$ cat src/rtl/mix_col_seq.sv
// Iterative AES MixColumns: one 32-bit column per clock through a single shared
// column mixer, with a start/done handshake and a final-round bypass.
module mix_col_seq (
    input  logic         clk,
    input  logic         rst,
    input  logic         start,
    input  logic [3:0]   round,
    input  logic [127:0] data_in,
    output logic [127:0] data_out,
    output logic         busy,
    output logic         done
);

    typedef enum logic [1:0] {
        IDLE = 2'd0,
        CALC = 2'd1,
        DONE = 2'd2
    } state_t;

    state_t       state_reg;
    logic [127:0] in_buf_reg;
    logic [127:0] work_reg;
    logic [127:0] work_next;
    logic [1:0]   col_idx_reg;

    logic [31:0]  in_col [4];
    logic [31:0]  sel_col;
    logic [31:0]  mix_col;
    logic [7:0]   a0, a1, a2, a3;

    function automatic logic [7:0] xtime(input logic [7:0] b);
        return {b[6:0], 1'b0} ^ (b[7] ? 8'h1b : 8'h00);
    endfunction

    function automatic logic [7:0] mul3(input logic [7:0] b);
        return xtime(b) ^ b;
    endfunction

    // Column split of the held input and the column-replace view of work
    genvar gi;
    generate
        for (gi = 0; gi < 4; gi++) begin : g_col
            assign in_col[gi] = in_buf_reg[gi*32 +: 32];
            assign work_next[gi*32 +: 32] = (col_idx_reg == 2'(gi)) ? mix_col
                                                                    : work_reg[gi*32 +: 32];
        end
    endgenerate

    assign sel_col = in_col[col_idx_reg];
    assign a0 = sel_col[31:24];
    assign a1 = sel_col[23:16];
    assign a2 = sel_col[15:8];
    assign a3 = sel_col[7:0];

    assign mix_col = {xtime(a0) ^ mul3(a1)  ^ a2        ^ a3,
                      a0        ^ xtime(a1) ^ mul3(a2)  ^ a3,
                      a0        ^ a1        ^ xtime(a2) ^ mul3(a3),
                      mul3(a0)  ^ a1        ^ a2        ^ xtime(a3)};

    always_ff @(posedge clk or posedge rst) begin
        if (rst) begin
            state_reg   <= IDLE;
            in_buf_reg  <= '0;
            work_reg    <= '0;
            col_idx_reg <= 2'd0;
            data_out    <= '0;
            busy        <= 1'b0;
            done        <= 1'b0;
        end else begin
            case (state_reg)
                IDLE: begin
                    done <= 1'b0;
                    if (start) begin
                        busy <= 1'b1;
                        if (round == 4'd10) begin
                            data_out  <= data_in;
                            done      <= 1'b1;
                            state_reg <= DONE;
                        end else begin
                            in_buf_reg  <= data_in;
                            col_idx_reg <= 2'd0;
                            state_reg   <= CALC;
                        end
                    end
                end
                CALC: begin
                    work_reg    <= work_next;
                    col_idx_reg <= col_idx_reg + 2'd1;
                    // Last column: publish the full result straight from work_next
                    if (col_idx_reg == 2'd3) begin
                        data_out  <= work_next;
                        done      <= 1'b1;
                        state_reg <= DONE;
                    end
                end
                DONE: begin
                    busy      <= 1'b0;
                    done      <= 1'b0;
                    state_reg <= IDLE;
                end
                default: begin
                    busy      <= 1'b0;
                    done      <= 1'b0;
                    state_reg <= IDLE;
                end
            endcase
        end
    end

endmodule

$ cat config.mk
export PLATFORM = sky130hd
export DESIGN_NAME = mix_col_seq
export DESIGN_NICKNAME = d
export VERILOG_FILES = /design/src/rtl/mix_col_seq.sv
export SDC_FILE = /design/constraint.sdc
export NUM_CORES = 1
export LEC_CHECK = 0
export CAP_MARGIN = 20
export CORE_MARGIN = 5
export CORE_UTILIZATION = 60
export CTS_CLUSTER_SIZE = 14
export DETAILED_ROUTE_END_ITERATION = 6
export GPL_TIMING_DRIVEN = 0
export PLACE_DENSITY_LB_ADDON = 0.1
export SETUP_SLACK_MARGIN = 0.4
export SLEW_MARGIN = 25
export SYNTH_ARGS = -nofsm -noshare
export SYNTH_HDL_FRONTEND = slang
export SYNTH_SLANG_ARGS = --single-unit
$ cat constraint.sdc
create_clock -name clk -period 22.3 [get_ports clk]
set_clock_uncertainty 0.05 [all_clocks]
set_input_delay 5.575 -clock clk [delete_from_list [all_inputs] [get_ports clk]]
set_output_delay 5.575 -clock clk [all_outputs]
set_load 0.1 [all_outputs]
Yosys cells after proc, flatten, opt, wreduce, memory -nomap -nowiden

Index checks and enable logic that the tools add are counted.

Equal/unequal tests: 9
Bitwise operators: 23
Mux-type cells: 28
Reduce and logical (&&, ||, !) cells: 8
$add $sub $neg: 1
Order comparisons: 1

Operator list:

| cell                                                                  | count |
|---|---|
| 128-bit 2-to-1 mux                                                    | 3 |
| 128-bit one-hot mux with 2 select lines                               | 1 |
| 32-bit 2-to-1 mux                                                     | 6 |
| 8-bit XOR                                                             | 16 |
| 32-bit binary-select mux with 2-bit select                            | 1 |
| 8-bit by 5-bit XOR with 8-bit output                                  | 4 |
| 5-bit 2-to-1 mux                                                      | 4 |
| 2-bit 2-to-1 mux                                                      | 5 |
| 2-bit inequality test, second input constant                          | 4 |
| 2-bit one-hot mux with 2 select lines                                 | 2 |
| 3-bit AND reduction                                                   | 2 |
| 2-bit by 1-bit equality test with 1-bit output, second input constant | 2 |
| 2-bit equality test, second input constant                            | 2 |
| 4-bit equality test, second input constant                            | 1 |
| 2-bit logical NOT                                                     | 2 |
| 1-bit 2-to-1 mux                                                      | 4 |
| 1-bit one-hot mux with 2 select lines                                 | 2 |
| 2-bit AND reduction                                                   | 2 |
| 4-bit AND reduction                                                   | 1 |
| 3-bit >= comparator, second input constant                            | 1 |
| 2-bit inverter with 3-bit output                                      | 1 |
| 2-bit by 1-bit adder with 2-bit output, second input constant         | 1 |
| 1-bit inverter                                                        | 2 |
| 2-bit nonzero test                                                    | 1 |

Logic and storage cells: 77
Register bits after elaboration: 390
Bits of input ports: 135

Depth between registers and ports, before layout

Gate-level depths: netlist of the first run.

Word-level depth: 13
Mapped depth: 9

Worst setup path before layout of the first run

No wires, ideal clock.

Kind: input -> register
From: in round[2]
To: reg in_buf_reg[0]
Stages on the path: 6
Data arrival time: 7.289 ns
Buffers on the path: 3
Setup slack: 14.837 ns
Required time: 22.125 ns
Setup time: 0.125 ns
Cells stage by stage: nand4bb_1 > clkbuf_1 > nor3b_1 > clkbuf_1 > buf_1 > mux2_2

Word-level cells in the longest chain between the ends: 3

Ends and longest elaborated chain:

| what                          | RTL line | text |
|---|---|---|
| start, declared               | 7        | `input logic [3:0] round,` |
| 4-bit equality test           | 75       | `if (round == 4'd10) begin` |
| 1-bit inverter (no line)      | --       |  |
| 3-bit AND reduction (no line) | --       |  |
| end signal, assigned          | 80       | `in_buf_reg <= data_in;` |
| end, declared                 | 21       | `logic [127:0] in_buf_reg;` |

Every way passes these cells.
A chain may end at the register's enable or synchronous reset.

Worst setup path after layout of the first run

From: in round[2]
To: reg in_buf_reg[8]

Same word-level chain as after synthesis.

==> results.py, run 1 <==
metrics = {
    "global_routing": {
        "grt_pass1_vias": 17190,
        "grt_max_degree": 101,
        "grt_pass1_wl_um": 107400,
        "grt_use_total_pct": 39.86,
        "antenna_found_initial": 3,
        "grt_overflow_total": 0,
    },
    "final_layout": {
        "nets": 2173,
        "final_cell_mix": "dfrtp_1, clkdlybuf4s50_1, a21oi_1",
        "antenna_cells": 0,
        "final_common_cell": "dfrtp_1",
        "area_growth_pct": 23.72,
        "drive_gt1_share_pct": 17.59,
    },
    "outcome": {
        "status": "finished clean",
    },
    "critical_path": {
        "critical_path_class": "in -> reg",
        "required_ps": 22660,
        "critPathCaptureType": "flip-flop",
        "start_kind": "input pin",
        "critPathArrivalTime_ps": 8840,
        "worstPathMaxFanout": 10,
    },
    "routing": {
        "drc": 0,
        "post_drt_via_cell_ratio": 7.066,
        "num_vias": 17420,
        "drt_first_pass_iters": 7,
        "top_layer_used": "met5",
        "drt-met1-wl_um": 26980,
        "ant_nets": 0,
        "wl_met3_um": 10140,
        "drt_iter0_drc": 2325,
        "met2_wirelength_um": 30470,
        "drt-total-wl_um": 72680,
        "routedWlPerCell_um": 29.47,
    },
    "floorplan": {
        "core_um2": 31640,
        "rows": 65,
        "die_w_um": 189.1,
        "start_util_pct": 60.81,
        "die-area_um2": 35740,
        "die_h_um": 189.1,
        "ioPinCount": 265,
    },
    "synth": {
        "ys.warnings.count": 0,
        "async_flop_share_pct": 100.0,
        "syn-cell-area_um2": 19240,
        "ys_types": 40,
        "synth_nets": 1865,
        "synth_edf_count": 0,
        "ys_ff_latch": 358,
        "synth_area_per_cell_um2": 11.15,
        "ys.flop_type": "dfrtp_1",
        "yosysSeqAreaShare_pct": 46.57,
        "syn_inst": 1726,
    },
    "clock_tree": {
        "cts_tree": "built",
        "cts_root_buf": "clkbuf_16",
        "clk_path_buf_depth": 3,
        "cts-resized-gates": 0,
        "postCtsSetupBuffers": 0,
        "clkSinkCount": 358,
        "cts_hold_buf": 0,
        "clkTransAtPathRegs_ps": 60,
        "htree_levels": 2,
        "clock_latency_ps": 540,
        "numCtsBuffers": 39,
    },
    "sta": {
        "fin_crit_ps": 8484,
        "setup_ws_ps": 13820,
        "hold_violations": 0,
        "setup_viol": 0,
        "worst_pin_slew_ps": 1135,
        "fmax_mhz": 117.9,
        "maxSlewViolCount": 0,
        "rsz0062_at_grt": "no",
        "hold-worst-slack_ps": 423.3,
        "timing.final.crit_share_pct": 38.04,
        "slew_headroom_pct": 24.34,
        "finalSetupTns_ps": 0,
    },
    "run": {
        "cap_violations": 0,
    },
    "placed_design": {
        "portBuffers": 264,
        "preCtsSetupSlack_ps": 13360,
        "gp_congestion": 0.9640,
        "dpl.hpwl_um": 52930,
    },
    "hold_path": {
        "hp-class": "reg -> reg",
    },
}
final timing paths:
kind / start / endpoint / slack (ps) / depth (start not counted)
max: round[2] / in_buf_reg[8] / 13820 / 7
max reg2reg: col_idx_reg[1] / work_reg[63] / 18600 / 8
min in group asynchronous: rst / data_out[1] / 5460 / 2
min: work_reg[51] / work_reg[51] / 420 / 2
max in group asynchronous: rst / data_out[48] / 15420 / 4
min reg2reg: work_reg[51] / work_reg[51] / 420 / 2
through the flow:
stage	util (%)	instance area [um2]	instances
6_report	75.23	23800	2466
5_1_grt	75.23	23800	2466
4_1_cts	75.16	23780	2466
3_5_place_dp	71.08	22490	2395
3_3_place_gp	70.75	22380	2392
2_1_floorplan	-	19240	1726
Yosys cell counts (2+ instances only):
| library cell | instances | share of area, % |
|---|---|---|
| inv_1 | 5 | 0.098 |
| xor3_1 | 6 | 0.74 |
| clkbuf_1 | 155 | 3.0 |
| mux2_2 | 188 | 11 |
| a211oi_1 | 122 | 4.8 |
| nor3_1 | 60 | 1.6 |
| and2_1 | 3 | 0.098 |
| xnor3_2 | 12 | 1.5 |
| mux4_2 | 32 | 3.7 |
| o21ai_0 | 131 | 3.4 |
| buf_2 | 10 | 0.26 |
| ha_1 | 4 | 0.26 |
| or3_1 | 104 | 3.4 |
| xnor3_1 | 26 | 3.0 |
| nor4_1 | 60 | 2.0 |
| o21ai_1 | 6 | 0.16 |
| xnor2_4 | 4 | 0.57 |
| dfrtp_1 | 358 | 47 |
| xnor2_1 | 7 | 0.32 |
| buf_1 | 2 | 0.039 |
| xnor2_2 | 4 | 0.34 |
| xor2_1 | 10 | 0.46 |
| nor2b_1 | 61 | 2.0 |
| a221oi_2 | 31 | 2.4 |
| a211oi_2 | 2 | 0.13 |
| a21oi_1 | 199 | 5.2 |
| a221oi_1 | 5 | 0.23 |
| nand2b_1 | 2 | 0.065 |
| xor2_2 | 2 | 0.17 |
| nand2_1 | 105 | 2.0 |
cells by family after synthesis:
| family | synth area share (%) |
|---|---|
| XOR/XNOR | 7.122 |
| buffers and inverters | 3.701 |
| adder cells (fa/ha/maj) | 0.2602 |
| AO/OA/AOI/OAI | 16.36 |
| AND/OR/NAND/NOR | 11.24 |
| multiplexers | 14.75 |
| flip-flops | 46.57 |
layout make-up:
class | count | area (um2)
Fill cell | 2153 | 7836
Inverter | 5 | 26.28
Sequential cell | 358 | 8959
Buffer | 171 | 693.2
Clock inverter | 14 | 136.4
Timing Repair Buffer | 267 | 2725
Clock buffer | 57 | 1154
Multi-Input combinational cell | 1192 | 9604
Tap cell | 402 | 503.0
metal layers:
metal | track usage (%) | vias to the layer above
met5 | 0 | -
met4 | 22.00 | 4
met3 | 13.37 | 345
met2 | 56.91 | 1438
met1 | 53.97 | 8577
li1 | - | 7060
critical path, cell delays in order:
cell	delay, ps
clkdlybuf4s50_1	460
nand4bb_1	120
clkbuf_1	490
nor3b_1	360
clkbuf_1	550
buf_1	860
mux2_2	420
Power of run 1 is not shown: default switching activity piles up to over one toggle a cycle in this logic, so the estimate is an artifact.
==> inputs of run 2 (changes only) <==
- CORE_UTILIZATION: 60 -> 50
- clock period: 22.3 -> 7.8 ns (I/O delays scaled with it)
==> run 2 against run 1 <==
Against the previous run: via count down 3.0%; routed wire length is 2.9% higher; critical path depth unchanged; global-route usage shrank 4.9 points; worst hold slack worse by 3.3 ps; utilization fell by 11 points; worst setup slack lost 11000 ps.
==> results.py, run 2 (synthesis results as in run 1) <==
metrics = {
    "final_layout": {
        "final_common_cell": "dfrtp_1",
        "area_growth_pct": 25.42,
        "seq_area_um2": 8959,
        "multi_input_area_um2": 9597,
        "nets": 2185,
        "drive_gt1_share_pct": 18.04,
        "fill_cells": 3070,
        "fin_cells": 2584,
        "final_cell_mix": "dfrtp_1, clkdlybuf4s50_1, a21oi_1",
        "final_util_pct": 63.75,
        "antenna_cells": 0,
    },
    "critical_path": {
        "start_kind": "input pin",
        "r2r_cells": 9,
        "critPathCaptureType": "flip-flop",
        "required_ps": 8180,
        "worstPathMaxFanout": 10,
        "critical_path_class": "in -> reg",
        "critPathArrivalTime_ps": 5330,
    },
    "sta": {
        "rsz0062_at_grt": "no",
        "hold-worst-slack_ps": 420.0,
        "hold_violations": 0,
        "maxSlewViolCount": 0,
        "worst_pin_slew_ps": 1190,
        "timing.final.crit_share_pct": 63.41,
        "fin_crit_ps": 4946,
        "setup_viol": 0,
        "slew_headroom_pct": 20.08,
        "fmax_mhz": 202.2,
    },
    "floorplan": {
        "ioPinCount": 265,
        "rows": 71,
        "die-area_um2": 42500,
        "die_w_um": 206.2,
        "die_h_um": 206.2,
        "core_um2": 37840,
        "start_util_pct": 50.83,
    },
    "routing": {
        "num_vias": 16900,
        "post_drt_via_cell_ratio": 6.539,
        "ant_nets": 0,
        "drc": 0,
        "routedWlPerCell_um": 28.94,
        "drt_first_pass_iters": 5,
        "drt_iter0_drc": 1782,
        "drt-total-wl_um": 74780,
    },
    "global_routing": {
        "grt_use_total_pct": 35.01,
        "grt_max_degree": 33,
        "grt_overflow_total": 0,
        "grt_pass1_wl_um": 109400,
        "antenna_found_initial": 1,
        "grt_pass1_vias": 16890,
    },
    "clock_tree": {
        "cts-resized-gates": 0,
        "postCtsSetupBuffers": 0,
        "clkTransAtPathRegs_ps": 60,
        "cts_tree": "built",
        "htree_levels": 2,
        "clk_path_buf_depth": 3,
        "clock_latency_ps": 550,
        "numCtsBuffers": 41,
        "cts_root_buf": "clkbuf_16",
        "cts_hold_buf": 0,
        "clkSinkCount": 358,
    },
    "placed_design": {
        "gp_congestion": 0.9492,
        "dpl.hpwl_um": 55900,
        "dp.cells": 2514,
        "portBuffers": 264,
    },
    "run": {
        "cap_violations": 0,
    },
    "hold_path": {
        "hp-class": "reg -> reg",
        "hold_depth": 2,
    },
    "outcome": {
        "status": "finished clean",
    },
}
run 2: cell count changes in the layout (fill, tap and decap cells not counted), sizes merged:
cell / previous run / this run
inv: 8 / 6
clkinvlp: 2 / 3
clkbuf: 212 / 211
bufinv: 2 / 1
clkinv: 7 / 9
buf: 19 / 29
run 2: final timing paths:
check,startpoint,endpoint,slack [ps]
worst max-delay path,round[2],in_buf_reg[7],2850
worst min-delay path,work_reg[8],work_reg[8],420
worst max register to register,state_reg[0],work_reg[32],4240
worst min register to register,work_reg[8],work_reg[8],420
max in group asynchronous,rst,data_out[31],4720
min in group asynchronous,rst,data_out[11],1770
run 2: through the flow:
step	setup TNS, ps	setup slack, ps	cell area [um2]
detailed placement	0	2420	22830
finish	0	2854	24130
global placement	-516250	-1496	22520
global route	0	2811	24130
CTS	0	2980	24120
floorplan	0	1002	19240
run 2: layout make-up:
type	instances	area share [%]
multi-input cells	1192	39.78
flip-flops and latches	358	37.13
repair buffers	277	12.12
clock buffers	56	4.901
plain buffers	171	2.878
well taps	511	2.650
clock inverters	14	0.4460
inverters	5	0.09335
run 2: routing by layer:
layer	global-route usage [%]	up-vias	wire length, um
met5	0	-	9
met4	15.83	2	3913
met3	9.556	241	8772
met2	51.37	1124	32310
met1	48.91	8464	29770
li1	-	7067	-
run 2: worst max-delay path, stage by stage:
cell             delay (ps)
clkdlybuf4s50_1         440
nand4bb_1               120
clkbuf_1                660
nor3b_1                 360
clkbuf_1                560
buf_1                   790
mux2_2                  420
Power of run 2 is left out for the same reason.
==> inputs of run 3 (changes only) <==
- CORE_UTILIZATION: 50 -> 55
- clock period: 7.8 -> 4.89 ns (I/O delays scaled with it)
==> run 3 against run 2 <==
Against the previous run: via count grew 1.6%; clock-buffer cell count shrank 6; register-to-register slack lost 3100 ps; cell count shrank 2.1%; flip-flop and latch count is the same; worst hold slack gained 3.7 ps; critical path depth is the same.
==> results.py, run 3 (synthesis results as in run 1) <==
metrics = {
    "outcome": {
        "status": "finished clean",
    },
    "sta": {
        "hold_violations": 0,
        "hold-worst-slack_ps": 423.8,
        "maxSlewViolCount": 0,
        "setup_viol": 0,
        "timing.final.crit_share_pct": 83.66,
        "fin_crit_ps": 4091,
        "setup_ws_ps": 799.0,
        "fmax_mhz": 244.4,
        "slew_headroom_pct": 21.33,
        "rsz0062_at_grt": "no",
        "worst_pin_slew_ps": 1176,
    },
    "critical_path": {
        "worstPathMaxFanout": 10,
        "slowest_stage": "buf_1",
        "start_kind": "input pin",
        "r2r_end": "work_reg[44]",
        "cp_common_cell": "clkbuf_1",
        "worst-path-buf-inv": 4,
        "critPathArrivalTime_ps": 4450,
        "worstPathCellList": "clkdlybuf4s50_1 > nand4bb_1 > clkbuf_1 > nor3b_1 > clkbuf_1 > buf_1 > mux2_2",
        "r2r_setup_slack_ps": 1190,
        "r2r_cells": 8,
        "required_ps": 5250,
        "reg2reg_from": "col_idx_reg[1]",
        "crit_family": "buffers and inverters",
        "critical_path_class": "in -> reg",
        "critPathCaptureType": "flip-flop",
        "cp_slowest_stage_delay_ps": 700,
    },
    "placed_design": {
        "gp_congestion": 0.9655,
        "dp.cells": 2458,
        "dpl_cell_area_um2": 22740,
        "portBuffers": 264,
        "preCtsSetupSlack_ps": 370.6,
        "dpl.hpwl_um": 54080,
    },
    "final_layout": {
        "final_common_cell": "dfrtp_1",
        "fin_cells": 2530,
        "nets": 2183,
        "final_cell_area_um2": 24170,
        "drive_gt1_share_pct": 17.99,
        "area_growth_pct": 25.62,
        "final_cell_mix": "dfrtp_1, clkdlybuf4s50_1, a21oi_1",
        "fill_cells": 2581,
    },
    "floorplan": {
        "rows": 68,
        "core_um2": 34540,
        "die_h_um": 197.0,
        "die-area_um2": 38820,
        "start_util_pct": 55.69,
        "die_w_um": 197.0,
        "ioPinCount": 265,
    },
    "clock_tree": {
        "cts_tree": "built",
        "clk_path_buf_depth": 3,
        "cts_root_buf": "clkbuf_16",
        "clkTransAtPathRegs_ps": 60,
        "postCtsSetupBuffers": 0,
        "cts_hold_buf": 0,
        "cts-resized-gates": 0,
        "clkSinkCount": 358,
        "clock_latency_ps": 530,
        "numCtsBuffers": 39,
        "htree_levels": 2,
    },
    "run": {
        "cap_violations": 0,
    },
    "hold_path": {
        "hp-class": "reg -> reg",
        "hold_depth": 2,
        "hold_path_startpoint": "work_reg[7]",
        "hold_end": "work_reg[7]",
    },
    "global_routing": {
        "grt_use_total_pct": 36.96,
        "top_usage_layer": "met2",
        "grt_pass1_wl_um": 108000,
        "grt_pass1_vias": 17150,
        "grtUsageMet2_pct": 54.25,
        "grt_overflow_total": 0,
        "grt_max_degree": 34,
        "met1_usage_pct": 50.68,
        "antenna_found_initial": 6,
        "met3_usage_pct": 11.15,
    },
    "routing": {
        "ant_nets": 0,
        "num_vias": 17160,
        "post_drt_via_cell_ratio": 6.784,
        "drt_first_pass_iters": 6,
        "drt-total-wl_um": 73270,
        "routedWlPerCell_um": 28.96,
        "drt_iter0_drc": 2186,
        "drc": 0,
    },
}
[run 3: changes by cell type in the layout (fill, tap and decap cells not counted), moves of 2 or more]
cell       change
clkbuf_16      -2
xnor2_2        -2
clkbuf_8       -2
xnor2_1        +2
diode_2        +2
bufinv_16      +7
[run 3: metrics by stage]
step,util (%),setup TNS [ps]
floorplan,-,-422730
global placement,65.00,-1259930
detailed placement,65.84,0
CTS,69.92,0
global route,69.94,0
finish,69.96,0
[run 3: layout make-up]
| class | count | area [um2] | share of cell area, % |
|---|---|---|---|
| buffer | 171 | 693.2 | 2.868 |
| timing repair buffer | 277 | 2925 | 12.11 |
| multi-input combinational | 1192 | 9582 | 39.65 |
| tap | 455 | 569.3 | 2.356 |
| clock buffer | 50 | 1097 | 4.541 |
| sequential | 358 | 8959 | 37.07 |
| clock inverter | 20 | 312.8 | 1.294 |
| antenna | 2 | 5.005 | 0.02071 |
| inverter | 5 | 22.52 | 0.09320 |
[run 3: how the worst max path moves through the flow]
stage                     startpoint       endpoint  cells past startpoint
after floorplan                  rst           busy                      1
after global placement           rst   data_out[55]                      2
after detailed placement    round[2]  in_buf_reg[1]                      7
after CTS                   round[2]  in_buf_reg[1]                      7
after global routing        round[2]  in_buf_reg[1]                      7
final                       round[2]  in_buf_reg[1]                      7
[run 3: tightest hold or removal path, stage by stage, from the launching register on]
cell and delay (ps):
dfrtp_1 340, nand2_1 40, o21ai_0 60
[run 3: per-layer routing]
layer	part of all wire, %	vias to the layer above
met1	37	8450
met2	43	1336
met5	0.046	-
li1	-	7082
met4	5.5	4
met3	14	292
Power of run 3 is left out for the same reason.
